--- src/rtl/add_share_sched.sv ---
// add_share_sched: round-robin scheduler that time-multiplexes one registered
// 2-input adder across NREQ requesters. Each request returns (a+b)+(c+d),
// computed in three adder passes (AB, CD, SUM). The result is then held in a
// valid/ready response slot (DONE).
// Optional build macro: ADD_SHARE_SCHED_STATS_EN adds the ops_done and
// stall_cycles saturating counter outputs.
module add_share_sched #(
   parameter int NREQ = 4,
   parameter int W    = 8,
   parameter int IDW  = (NREQ > 1) ? $clog2(NREQ) : 1
) (
   input  logic                clk,
   input  logic                rst,
   input  logic [NREQ-1:0]     req_valid,
   output logic [NREQ-1:0]     req_ready,
   input  logic [NREQ*W-1:0]   req_a,
   input  logic [NREQ*W-1:0]   req_b,
   input  logic [NREQ*W-1:0]   req_c,
   input  logic [NREQ*W-1:0]   req_d,
   output logic                rsp_valid,
   input  logic                rsp_ready,
   output logic [W+1:0]        rsp_data,
   output logic [IDW-1:0]      rsp_id,
   output logic                busy
`ifdef ADD_SHARE_SCHED_STATS_EN
   ,
   output logic [15:0]         ops_done,
   output logic [15:0]         stall_cycles
`endif
);

   typedef enum logic [2:0] {
      ST_IDLE = 3'd0,
      ST_AB   = 3'd1,
      ST_CD   = 3'd2,
      ST_SUM  = 3'd3,
      ST_DONE = 3'd4
   } state_t;

   state_t          state_reg;
   state_t          state_next;

   logic [IDW-1:0]  ptr_reg;
   logic [IDW-1:0]  id_reg;
   logic [W-1:0]    a_reg;
   logic [W-1:0]    b_reg;
   logic [W-1:0]    c_reg;
   logic [W-1:0]    d_reg;
   logic [W:0]      s_ab_reg;
   logic [W+1:0]    sreg;

   logic [NREQ-1:0] grant;
   logic [IDW-1:0]  grant_id;
   logic            take;
   logic [IDW:0]    cand;
   logic [IDW-1:0]  cand_id;

   logic [W:0]      add_x;
   logic [W:0]      add_y;
   logic [W+1:0]    add_sum;

   // Unpacked per-requester operand views, so the grant index can select them.
   logic [W-1:0]    a_arr [NREQ];
   logic [W-1:0]    b_arr [NREQ];
   logic [W-1:0]    c_arr [NREQ];
   logic [W-1:0]    d_arr [NREQ];

   genvar gi;
   generate
      for (gi = 0; gi < NREQ; gi++) begin : g_unpack
         assign a_arr[gi] = req_a[gi*W +: W];
         assign b_arr[gi] = req_b[gi*W +: W];
         assign c_arr[gi] = req_c[gi*W +: W];
         assign d_arr[gi] = req_d[gi*W +: W];
      end
   endgenerate

   // Rotating-priority search starting just after the last granted requester.
   // The grant is only offered in IDLE and is forced off while rst is high.
   always_comb begin
      grant    = '0;
      grant_id = '0;
      take     = 1'b0;
      cand     = '0;
      cand_id  = '0;
      for (int k = 1; k <= NREQ; k++) begin
         cand = {1'b0, ptr_reg} + (IDW+1)'(k);
         if (cand >= (IDW+1)'(NREQ)) begin
            cand = cand - (IDW+1)'(NREQ);
         end
         cand_id = cand[IDW-1:0];
         if (!take && req_valid[cand_id]) begin
            take            = 1'b1;
            grant[cand_id]  = 1'b1;
            grant_id        = cand_id;
         end
      end
      if (state_reg != ST_IDLE || rst) begin
         grant = '0;
         take  = 1'b0;
      end
   end

   assign req_ready = grant;

   // Operand select for the single shared adder, steered by the FSM pass.
   always_comb begin
      add_x = '0;
      add_y = '0;
      case (state_reg)
         ST_AB: begin
            add_x = {1'b0, a_reg};
            add_y = {1'b0, b_reg};
         end
         ST_CD: begin
            add_x = {1'b0, c_reg};
            add_y = {1'b0, d_reg};
         end
         ST_SUM: begin
            add_x = s_ab_reg;
            add_y = sreg[W:0];
         end
         default: begin
            add_x = '0;
            add_y = '0;
         end
      endcase
   end

   assign add_sum = {1'b0, add_x} + {1'b0, add_y};

   // FSM state register.
   always_ff @(posedge clk) begin
      if (rst) begin
         state_reg <= ST_IDLE;
      end else begin
         state_reg <= state_next;
      end
   end

   // FSM next-state: three adder passes, then hold until the response is taken.
   always_comb begin
      state_next = state_reg;
      case (state_reg)
         ST_IDLE: if (take) state_next = ST_AB;
         ST_AB:   state_next = ST_CD;
         ST_CD:   state_next = ST_SUM;
         ST_SUM:  state_next = ST_DONE;
         ST_DONE: if (rsp_ready) state_next = ST_IDLE;
         default: state_next = ST_IDLE;
      endcase
   end

   // Request capture, round-robin pointer and the adder's pipeline registers.
   always_ff @(posedge clk) begin
      if (rst) begin
         ptr_reg  <= IDW'(NREQ-1);
         id_reg   <= '0;
         a_reg    <= '0;
         b_reg    <= '0;
         c_reg    <= '0;
         d_reg    <= '0;
         s_ab_reg <= '0;
         sreg     <= '0;
      end else begin
         if (take) begin
            a_reg   <= a_arr[grant_id];
            b_reg   <= b_arr[grant_id];
            c_reg   <= c_arr[grant_id];
            d_reg   <= d_arr[grant_id];
            id_reg  <= grant_id;
            ptr_reg <= grant_id;
         end
         case (state_reg)
            ST_AB: begin
               sreg <= add_sum;
            end
            ST_CD: begin
               s_ab_reg <= sreg[W:0];
               sreg     <= add_sum;
            end
            ST_SUM: begin
               sreg <= add_sum;
            end
            default: begin
            end
         endcase
      end
   end

   assign rsp_valid = (state_reg == ST_DONE);
   assign rsp_data  = sreg;
   assign rsp_id    = id_reg;
   assign busy      = (state_reg != ST_IDLE);

`ifdef ADD_SHARE_SCHED_STATS_EN
   // Saturating counters for completed responses and backpressured cycles.
   always_ff @(posedge clk) begin
      if (rst) begin
         ops_done     <= '0;
         stall_cycles <= '0;
      end else begin
         if (rsp_valid && rsp_ready && ops_done != 16'hFFFF) begin
            ops_done <= ops_done + 16'd1;
         end
         if (rsp_valid && !rsp_ready && stall_cycles != 16'hFFFF) begin
            stall_cycles <= stall_cycles + 16'd1;
         end
      end
   end
`endif

endmodule

--- config.mk ---
export PLATFORM = sky130hd
export DESIGN_NAME = add_share_sched
export DESIGN_NICKNAME = d
export VERILOG_FILES = /design/src/rtl/add_share_sched.sv
export SDC_FILE = /design/constraint.sdc
export NUM_CORES = 1
export LEC_CHECK = 0
export ABC_AREA = 1
export BUFFER_PORTS_ARGS = -buffer_cell sky130_fd_sc_hd__buf_2
export CORE_UTILIZATION = 55
export CTS_CLUSTER_SIZE = 8
export DETAILED_ROUTE_END_ITERATION = 7
export PLACE_DENSITY = 0.87
export SYNTH_ARGS = -nofsm -noshare
export SYNTH_HDL_FRONTEND = slang
export SYNTH_SLANG_ARGS = --single-unit
--- constraint.sdc ---
create_clock -name clk -period 4.7 [get_ports clk]
set_input_delay 0.94 -clock clk [delete_from_list [all_inputs] [get_ports clk]]
set_output_delay 0.94 -clock clk [all_outputs]
set_load 0.01 [all_outputs]
* Yosys cells after proc, flatten, opt, wreduce, memory -nomap -nowiden
Index checks and enable logic that the tools add are counted.
** Word-level totals
- Register bits :: 58
- Input port bits :: 135
- Output and inout port bits :: 18
- Word-level logic and storage cells :: 107
** Operators by class
- Add/subtract/negate cells :: 9
- Order comparisons :: 13
- Equality and inequality tests :: 6
- Multiplexer cells :: 51
- Bitwise operators :: 4
- Reductions and logical operators :: 15
** Operator list (count)
- $bmux 8 s2 :: 4
- $mux 8 :: 8
- $pmux 9 s3 :: 2
- $mux 4 :: 5
- $mux 2 :: 8
- $ge 3x3->1 const B :: 5
- $pmux 3 s5 :: 1
- $mux 1 :: 13
- $lt 2x3->1 const B :: 4
- $or 4x4->4 :: 3
- $add 9x9->10 :: 1
- $bmux 1 s2 :: 4
- $demux 1 s2 :: 4
- $ge 2x1->1 const B :: 4
- $sub 2x1->2 const B :: 4
- $logic_and 1x1->1 :: 7
- $add 2x2->3 const B :: 2
- $eq 3x2->1 const B :: 2
- $mux 3 :: 2
- $add 2x1->3 const B :: 1
- $add 2x3->3 const B :: 1
- $eq 3x1->1 const B :: 1
- $eq 3x3->1 const B :: 1
- $logic_not 1->1 :: 3
- 8 further kinds :: 8

* Logic depth before layout (Yosys ltp)
Gate-level depths: netlist (run 1).
- Depth after elaboration :: 19
- Depth in mapped cells :: 17
- Depth with buffers taken out :: 16

* Worst setup path after synthesis (run 1)
OpenSTA, ideal clock, no wires.
- Kind :: input-to-output
- Start point :: in req_valid[2]
- End point :: out req_ready[0]
- Arrival time :: 1820 ps
- Required time :: 3760 ps
- Slack :: 1940 ps
- Cell stages on the path :: 9
- Path buffers :: 0
- Path through :: inv_1 > nand2_1 > nand3_2 > nand2_4 > nor2_8 > nand3_2 > o2111ai_1 > nand2_1 > inv_1
** Between the ends
- Word-level cells in the longest chain between the ends :: 13
- Elaborated cells on any way between the ends :: 25
- Classes of those cells :: mux (16); bitwise (3); reduce/logical (6)
** RTL lines
- start: declaration :: RTL line 14 : input logic [NREQ-1:0] req_valid,
- $bmux 1 s2 :: RTL line 92 : if (!take && req_valid[cand_id]) begin
- $mux 1 (not written as such) :: RTL line 92
- $mux 1 :: RTL line 92
- $logic_not 1->1 :: RTL line 92
- $logic_and 1x1->1 :: RTL line 92
- $mux 1 :: RTL line 92
- $logic_not 1->1 :: RTL line 92
- $logic_and 1x1->1 :: RTL line 92
- $mux 1 :: RTL line 92
- $logic_not 1->1 :: RTL line 92
- $logic_and 1x1->1 :: RTL line 92
- $mux 4 * :: RTL line 92
- $mux 4 * :: RTL line 98 : if (state_reg != ST_IDLE || rst) begin
- end: declaration :: RTL line 15 : output logic [NREQ-1:0] req_ready,
Every way passes the cells marked *; elsewhere a longest branch is shown, timed or not. The select of a mux whose other input is x is not followed.

* Worst setup path in the final report (run 1)
- Start point :: reg ptr_reg[0]
- End point :: out req_ready[0]
** Between the ends
- Word-level cells in the longest chain between the ends :: 16
- Elaborated cells on any way between the ends :: 61
- Classes of those cells :: add/sub (8); order compare (12); mux (28); bitwise (3); reduce/logical (10)
** RTL lines
- start: declaration :: RTL line 43 : logic [IDW-1:0] ptr_reg;
- start signal: assignment :: RTL line 157 : ptr_reg <= IDW'(NREQ-1);
- start signal: assignment :: RTL line 172 : ptr_reg <= grant_id;
- parallel branches: the longest is 14 deep, another holds $add 2x1->3
- $mux 4 * :: RTL line 92
- $mux 4 * :: RTL line 98
Every way passes the cells marked *. The select of a mux whose other input is x is not followed.

==> impl_summary.txt, run 1 <==
----------------------------------------------------
[Pwr]
  Flop pwr share ... 18.6%
  Peak supply drop ... 0.000510 V
  Power Internal ... 0.00198 W
  Psw ... 0.00241 W
  Sw Share ... 54.9%
  Proportion of power drawn by combinational gates ... 69.7%
  Clock share of power ... 11.6%
  P_leak ... 2.76 nW
  Cell area power density ... 843 mW/mm^2

[Synth]
  Arithmetic-cell share of the synthesized area counting full adders, half adders and majority gates ... 4.78%
  Mux cell area share after synthesis ... 0%
  Share of synthesized area occupied by flip-flops and latches ... 26.7%
  Leading area contributor after synthesis ... sky130_fd_sc_hd__dfxtp_1
  XOR/XNOR share of the synthesized area ... 1.01%
  Most common flop cell mapped by yosys ... sky130_fd_sc_hd__dfxtp_1
  Number of different library cells in the post-synthesis netlist ... 38
  Dominant combinational cell family by area after synthesis ... simple AND/OR/NAND/NOR gates
  Synthesized netlist cell count ... 690
  Synthesis Warnings ... 0
  Synthesized flop and latch total ... 58
  Average cell area after synthesis ... 6.30 sq um
  Leading cell types by count after synthesis ... sky130_fd_sc_hd__nand3_1, sky130_fd_sc_hd__nand2_1, sky130_fd_sc_hd__dfxtp_1, sky130_fd_sc_hd__inv_1, sky130_fd_sc_hd__o21ai_0
  Cell area after synthesis ... 0.00435 sq mm
  Proportion of netlist area held by the largest area contributor ... 26.7%
  Post-synth ARST share ... 0%
  Simple-gate area share of the yosys netlist ... 47.8%
  Complex-gate fraction of the synthesized area ... 8.84%
  Count of flip-flops with a built-in enable after synthesis ... 0
  Net count of the mapped netlist ... 841
  Cells taking the most area after synthesis ... sky130_fd_sc_hd__dfxtp_1, sky130_fd_sc_hd__nand3_1, sky130_fd_sc_hd__nand2_1
  Most common cell in the synthesized netlist ... sky130_fd_sc_hd__nand3_1

[Detailed routing]
  Total number of vias ... 5,134
  Detailed-routing iteration count for the pre-antenna-repair pass ... 5
  Final wirelength ... 12,500 um
  Drc violations ... 0
  Average wire per standard cell ... 13.6 um
  Detail Route Antenna Nets ... 0
  Initial drt markers ... 412
  DR vias/cell ... 5.59

[Clock network]
  TritonCTS Sinks ... 58
  Setup Fix Bufs, Post-CTS ... 0
  Clock tree from TritonCTS ... yes
  Hold-fix buffers at CTS ... 0
  CTS H-Tree Depth ... 3
  Clock latency reported for the late side of the worst-skew pair ... 350 ps
  Number of CTS-inserted buffers ... 9
  Clock transition at the register clock pins on the worst setup and hold paths after CTS ... 60 ps
  Post-cts repair resize count ... 0
  Root Driver ... sky130_fd_sc_hd__clkbuf_8
  Number of buffers on the longest clock path ... 2

[Setup path]
  R2r endpoint ... c_reg[5]$_SDFFE_PP0P_
  Register-to-register setup slack ... 1280 ps
  Required time of the critical path ... 3760 ps
  Largest fanout on the critical path ... 14
  Kind of end point of the critical path ... output pin
  Launch instance of the worst register-to-register path ... ptr_reg[0]$_SDFFE_PP1P_
  Worst setup path class ... flip-flop to output pin
  Critical path data arrival time ... 2600 ps
  R2R cell count ... 13
  Setup crit start kind ... flip-flop
  Crit. Startpoint ... ptr_reg[0]$_SDFFE_PP1P_

[Flow run]
  Number of maximum-capacitance constraint violations ... 0

[Final layout]
  Max reg flops ... 10
  N_diodes ... 0
  FILL cells ... 755
  Share of the core filled with cells ... 67.7%
  Nets ... 963
  Fraction of final layout cells with drive strength greater than 1 ... 23.9%
  Signed area change from the synthesized netlist to the final layout ... 19.7%

[Global routing]
  Global-route wire length before repair ... 20,300 um
  Number of antenna violations at the first check in global routing ... 0
  Leftover overflow at the end of global routing ... 0
  Maximum number of pins on one net before global-route repair ... 66
  Global-route total usage across every layer ... 30.1%
  Vias in the first global route ... 4,551

[Floorplanning]
  Width of the die ... 90.9 um
  Top-Level Pins ... 153
  Die height ... 90.9 um
  Effective utilization at floorplan ... 56.5%
  Area of the placeable core ... 0.00769 sq mm
  Site row count ... 32
  Full die area ... 0.00826 sq mm

[STA]
  Slew HR ... 14.4%
  Peak Freq ... 282 MHz
  Final critical-path required period ... 3540 ps
  Final setup violation count ... 0
  Hold Worst Slack ... 467 ps
  Clock skew after layout ... 10.9 ps
  Transition at the pin with the smallest max-transition slack ... 1280 ps
  Final Max Slew Viols ... 0
  Final hold vios ... 0
  Final TNS setup ... 0 ps
  Post-route fraction of the period consumed by the critical path ... 75.3%
  RSZ-0062 raised after global routing ... false
  Worst Slack Setup Final ... 1160 ps

[Run status]
  Outcome ... complete, no violations

[Placement]
  Placer's final routability congestion estimate ... 0.932
  Half-perimeter wire length of the detailed placement result ... 9290 um
  Post-placement setup slack ... 1320 ps
  Port buffer count ... 152

[Worst hold path]
  Worst min-delay path class ... flip-flop to flip-flop
  Beginning of the worst hold path ... rsp_id[0]$_SDFFE_PP0P_
  Hold Crit Endpoint ... rsp_id[0]$_SDFFE_PP0P_
  Number of cells on the worst hold path ... 2

----------------------------------------------------
==> area by class of cell <==
cell class	count	area (sq um)	area share (%)
inverter	52	203	3.89
timing repair buffer	155	783	15.0
multi-input combinational	536	2710	52.1
sequential	58	1160	22.3
tap	102	128	2.45
clock buffer	11	141	2.72
clock inverter	5	77.6	1.49
==> power groups by stage <==
stage | Sequential [W] | Clock (W) | Combinational, W
3_3_place_gp | 0.000820 | 0 | 0.00293
2_1_floorplan | 0.000797 | 0 | 0.00262
3_5_place_dp | 0.000825 | 0 | 0.00301
5_1_grt | 0.000837 | 0.000541 | 0.00342
6_report | 0.000818 | 0.000509 | 0.00306
4_1_cts | 0.000816 | 0.000516 | 0.00303
==> routing by layer <==
layer	global-route usage [%]	wire (um)
met1	38.9	5510
met2	50.1	5900
met3	4.97	737
met4	11.9	345
met5	0	0
==> stage by stage <==
| stage | instance area, sq um | total power, W | cells |
|---|---|---|---|
| 2_1_floorplan | 4350 | 0.00342 | 690 |
| 3_3_place_gp | 4990 | 0.00375 | 903 |
| 3_5_place_dp | 4990 | 0.00384 | 903 |
| 4_1_cts | 5200 | 0.00436 | 919 |
| 5_1_grt | 5200 | 0.00480 | 919 |
| 6_report | 5200 | 0.00439 | 919 |
==> cell usage in the layout (no fill, tap or decap), types with 3 or more instances in the layout <==
master                     Yosys  layout
sky130_fd_sc_hd__nand2_2       5       5
sky130_fd_sc_hd__xor2_1        4       4
sky130_fd_sc_hd__o211ai_1      6       6
sky130_fd_sc_hd__ha_1         15      15
sky130_fd_sc_hd__o21ai_0      25      25
sky130_fd_sc_hd__a21oi_1      23      23
sky130_fd_sc_hd__inv_1        46      46
sky130_fd_sc_hd__nand2_1     189     189
sky130_fd_sc_hd__clkbuf_8      0      10
sky130_fd_sc_hd__inv_2         3       3
sky130_fd_sc_hd__nand3_2       7       7
sky130_fd_sc_hd__dfxtp_1      58      58
sky130_fd_sc_hd__buf_4        14       3
sky130_fd_sc_hd__nor2_1       22      22
sky130_fd_sc_hd__nand2_4       3       3
sky130_fd_sc_hd__nand3_1     214     214
sky130_fd_sc_hd__buf_2        13     152
==> worst max-delay path by stage <==
stage	end	slack, ps	depth (start not counted)
3_3_place_gp	c_reg[5]$_SDFFE_PP0P_	1390	12
5_1_grt	req_ready[2]	990	11
4_1_cts	req_ready[0]	1160	11
6_report	req_ready[0]	1160	11
3_5_place_dp	c_reg[5]$_SDFFE_PP0P_	1320	13
2_1_floorplan	req_ready[0]	1940	9
==> critical path, cell delays in order, from the launching register on <==
cell and delay, ps:
sky130_fd_sc_hd__dfxtp_1 700, sky130_fd_sc_hd__inv_6 90, sky130_fd_sc_hd__ha_1 380, sky130_fd_sc_hd__inv_1 90, sky130_fd_sc_hd__nand3_2 100, sky130_fd_sc_hd__nand2_4 110, sky130_fd_sc_hd__nor2_8 170, sky130_fd_sc_hd__nand3_2 130
sky130_fd_sc_hd__o2111ai_1 240, sky130_fd_sc_hd__nand2_1 80, sky130_fd_sc_hd__inv_1 50, sky130_fd_sc_hd__buf_2 110
==> logic make-up after synthesis <==
| kind of cell | count (synthesis) |
|---|---|
| buf+inv | 96 |
| simple gates | 448 |
| flops | 58 |
| compound gates | 67 |
| fa+ha+maj | 16 |
| xor+xnor | 5 |
No activity file was read; power rests on OpenSTA's default activity.
==> inputs of run 2 (changes only) <==
--- a/config.mk
+++ b/config.mk
@@ -7,10 +7,10 @@
 export LEC_CHECK = 0
 export ABC_AREA = 1
 export BUFFER_PORTS_ARGS = -buffer_cell sky130_fd_sc_hd__buf_2
-export CORE_UTILIZATION = 55
+export CORE_UTILIZATION = 51
 export CTS_CLUSTER_SIZE = 8
 export DETAILED_ROUTE_END_ITERATION = 7
-export PLACE_DENSITY = 0.87
+export PLACE_DENSITY = 0.81
 export SYNTH_ARGS = -nofsm -noshare
 export SYNTH_HDL_FRONTEND = slang
 export SYNTH_SLANG_ARGS = --single-unit
==> constraint.sdc (replaced) <==
create_clock -name clk -period 3.6 [get_ports clk]
set_input_delay 0.72 -clock clk [delete_from_list [all_inputs] [get_ports clk]]
set_output_delay 0.72 -clock clk [all_outputs]
set_load 0.01 [all_outputs]
==> run 2 against run 1 <==
  * Worst hold slack better by 1.8 ps
  * Via count down 2.6%
  * Cell area up 0.65%
  * Routed wire length down 2.3%
  * Non-clock buffer count up 6
  * Worst setup slack worse by 700 ps
  * Sequential cell count unchanged
  * Critical path depth unchanged
  * Register-to-register slack worse by 480 ps
  * First-iteration DRC count down 35%
==> impl_summary.txt, run 2 (synthesized netlist as in run 1, its figures left out) <==
----------------------------------------------------
[STA]
  Peak Freq ... 318 MHz
  Clock skew after layout ... 10.8 ps (-0.0423 ps)
  Final TNS setup ... 0 ps (unchanged)
  Slew HR ... 44.3% (+30 points)
  Final critical-path required period ... 3140 ps
  Final setup violation count ... 0 (unchanged)
  Post-route fraction of the period consumed by the critical path ... 87.4%
  Hold Worst Slack ... 468 ps (+1.81 ps)
  Final hold vios ... 0 (unchanged)
  RSZ-0062 raised after global routing ... false
  Transition at the pin with the smallest max-transition slack ... 833 ps (-449 ps)
  Final Max Slew Viols ... 0 (unchanged)
  Worst Slack Setup Final ... 455 ps (-704 ps)

[Setup path]
  Largest stage delay on the critical path ... 440 ps (-260 ps)
  Register-to-register setup slack ... 800 ps (-480 ps)
  Critical path data arrival time ... 2420 ps (-180 ps)
  Launch instance of the worst register-to-register path ... state_reg[0]$_SDFFE_PP0P_
  Required time of the critical path ... 2880 ps (-880 ps)
  Crit. path cell count ... 11 (unchanged)
  Crit. Startpoint ... ptr_reg[1]$_SDFFE_PP1P_
  Cell-by-cell listing of the critical path ... inv_1, ha_1, inv_1, nand3_2, nand2_4, nor2_8, nand3_2, o2111ai_1, nand2_1, inv_1, buf_2
  Setup crit start kind ... flip-flop
  Worst Setup EP ... req_ready[0]
  Kind of end point of the critical path ... output pin
  Worst setup path class ... flip-flop to output pin
  R2r endpoint ... rsp_data[7]$_SDFFE_PP0P_
  R2R cell count ... 16 (+3)
  CP bufs+invs ... 4 (unchanged)
  Worst path top cell family by delay ... simple AND/OR/NAND/NOR gates
  Largest fanout on the critical path ... 7 (-7)
  Worst path slowest cell ... sky130_fd_sc_hd__dfxtp_1
  Library cell appearing most often on the critical path ... sky130_fd_sc_hd__inv_1

[Clock network]
  Root Driver ... sky130_fd_sc_hd__clkbuf_8
  Number of buffers on the longest clock path ... 2 (unchanged)
  Post-cts repair resize count ... 0 (unchanged)
  TritonCTS Sinks ... 58 (unchanged)
  Number of CTS-inserted buffers ... 9 (unchanged)
  Hold-fix buffers at CTS ... 0 (unchanged)
  Clock tree from TritonCTS ... yes
  Clock transition at the register clock pins on the worst setup and hold paths after CTS ... 70 ps (about the same)
  CTS H-Tree Depth ... 3 (unchanged)
  Setup Fix Bufs, Post-CTS ... 0 (unchanged)
  Clock latency reported for the late side of the worst-skew pair ... 350 ps (about the same)

[Final layout]
  N_diodes ... 0 (unchanged)
  Nets ... 969 (+0.62%)
  Most common cell after layout, fill and taps aside ... sky130_fd_sc_hd__nand3_1
  Fraction of final layout cells with drive strength greater than 1 ... 24.5% (+0.68 points)
  Max reg flops ... 10 (unchanged)
  Highest-count cells in the layout ignoring fill and taps ... sky130_fd_sc_hd__nand3_1, sky130_fd_sc_hd__nand2_1, sky130_fd_sc_hd__buf_2, sky130_fd_sc_hd__dfxtp_1, sky130_fd_sc_hd__inv_1
  Signed area change from the synthesized netlist to the final layout ... 20.5%

[Pwr]
  P_leak ... 2.77 nW (+0.53%)
  Cell area power density ... 1080 mW/mm^2 (+28%)
  Peak supply drop ... 0.000659 V (+29%)

[Detailed routing]
  Initial drt markers ... 269 (-35%)
  Routed length on met1 ... 5240 um (-5.0%)
  Detail Route Antenna Nets ... 0 (unchanged)
  Average wire per standard cell ... 13.2 um (-3.2%)
  Final wirelength ... 12,200 um (-2.3%)
  Detailed-routing iteration count for the pre-antenna-repair pass ... 5 (unchanged)
  DR vias/cell ... 5.39 (-3.5%)
  Detailed route wirelength on metal2 ... 5930 um (+0.44%)
  Uppermost metal layer occupied by signal nets ... met4
  Drc violations ... 0 (unchanged)
  Routed length on met3 ... 751 um (+1.9%)
  Total number of vias ... 5,001 (-2.6%)

[Global routing]
  Maximum number of pins on one net before global-route repair ... 66 (unchanged)
  Number of antenna violations at the first check in global routing ... 0 (unchanged)
  Global-route total usage across every layer ... 29.2% (-0.96 points)
  Vias in the first global route ... 4,601 (+1.1%)
  Leftover overflow at the end of global routing ... 0 (unchanged)
  Global-route wire length before repair ... 20,600 um (+1.5%)

[Floorplanning]
  Die height ... 94.3 um (+3.8%)
  Area of the placeable core ... 0.00822 sq mm (+6.9%)
  Full die area ... 0.00890 sq mm (+7.7%)
  Effective utilization at floorplan ... 52.9% (-3.6 points)
  Site row count ... 33 (+3.1%)
  Width of the die ... 94.3 um (+3.8%)
  Top-Level Pins ... 153 (unchanged)

[Run status]
  Outcome ... complete, no violations

[Flow run]
  Number of maximum-capacitance constraint violations ... 0 (unchanged)

[Placement]
  Post-placement setup slack ... 820 ps (-500 ps)
  Half-perimeter wire length of the detailed placement result ... 9280 um (-0.17%)
  Port buffer count ... 152 (unchanged)
  Placer's final routability congestion estimate ... 0.948 (+1.8%)

[Worst hold path]
  Worst min-delay path class ... flip-flop to flip-flop

----------------------------------------------------
[run 2: report_power, final]
part	switching, W	total (W)	leakage, nW	internal (W)
Clock	0.000273	0.000611	0.0945	0.000337
Sequential	0.000157	0.00106	0.480	0.000904
Combinational	0.00266	0.00397	2.20	0.00131
Total	0.00309	0.00565	2.77	0.00255
[run 2: cell type report]
type / count / area (sq um)
clock inverters: 6 / 66.3
flip-flops and latches: 58 / 1160
multi-input cells: 536 / 2710
well taps: 105 / 131
inverters: 52 / 203
clock buffers: 10 / 138
repair buffers: 161 / 828
fillers: 806 / 2980
[run 2: per-stage QoR]
step / area (sq um) / cells / util [%] / total power [W]
floorplan: 4350 / 690 / - / 0.00446
global placement: 5030 / 912 / 61.3 / 0.00493
detailed placement: 5030 / 912 / 61.3 / 0.00502
CTS: 5240 / 928 / 63.8 / 0.00565
global route: 5240 / 928 / 63.8 / 0.00625
finish: 5240 / 928 / 63.8 / 0.00565
[run 2: worst min path at each step]
| stage | cells after the start | to | start | slack [ps] |
|---|---|---|---|---|
| after floorplan | 2 | a_reg[0]$_SDFFE_PP0P_ | a_reg[0]$_SDFFE_PP0P_ | 450 |
| after global routing | 2 | c_reg[4]$_SDFFE_PP0P_ | c_reg[4]$_SDFFE_PP0P_ | 490 |
| after CTS | 2 | c_reg[0]$_SDFFE_PP0P_ | c_reg[0]$_SDFFE_PP0P_ | 470 |
| after global placement | 2 | rsp_data[9]$_SDFFE_PP0P_ | rsp_data[9]$_SDFFE_PP0P_ | 460 |
| final | 2 | rsp_data[9]$_SDFFE_PP0P_ | rsp_data[9]$_SDFFE_PP0P_ | 470 |
| after detailed placement | 2 | c_reg[0]$_SDFFE_PP0P_ | c_reg[0]$_SDFFE_PP0P_ | 460 |
[run 2: worst register-to-register path: cells and delay by family, from the launching register on]
kind / cells / cell delay [ps]
simple gates: 11 / 1440
fa+ha+maj: 1 / 270
flops: 1 / 360
buf+inv: 2 / 280
compound gates: 2 / 340
[run 2: metal layers]
| layer | vias to the layer above | track usage [%] |
|---|---|---|
| li1 | 2568 | - |
| met1 | 2203 | 36.1 |
| met2 | 203 | 50.1 |
| met3 | 27 | 4.61 |
| met4 | 0 | 12.1 |
| met5 | - | 0 |
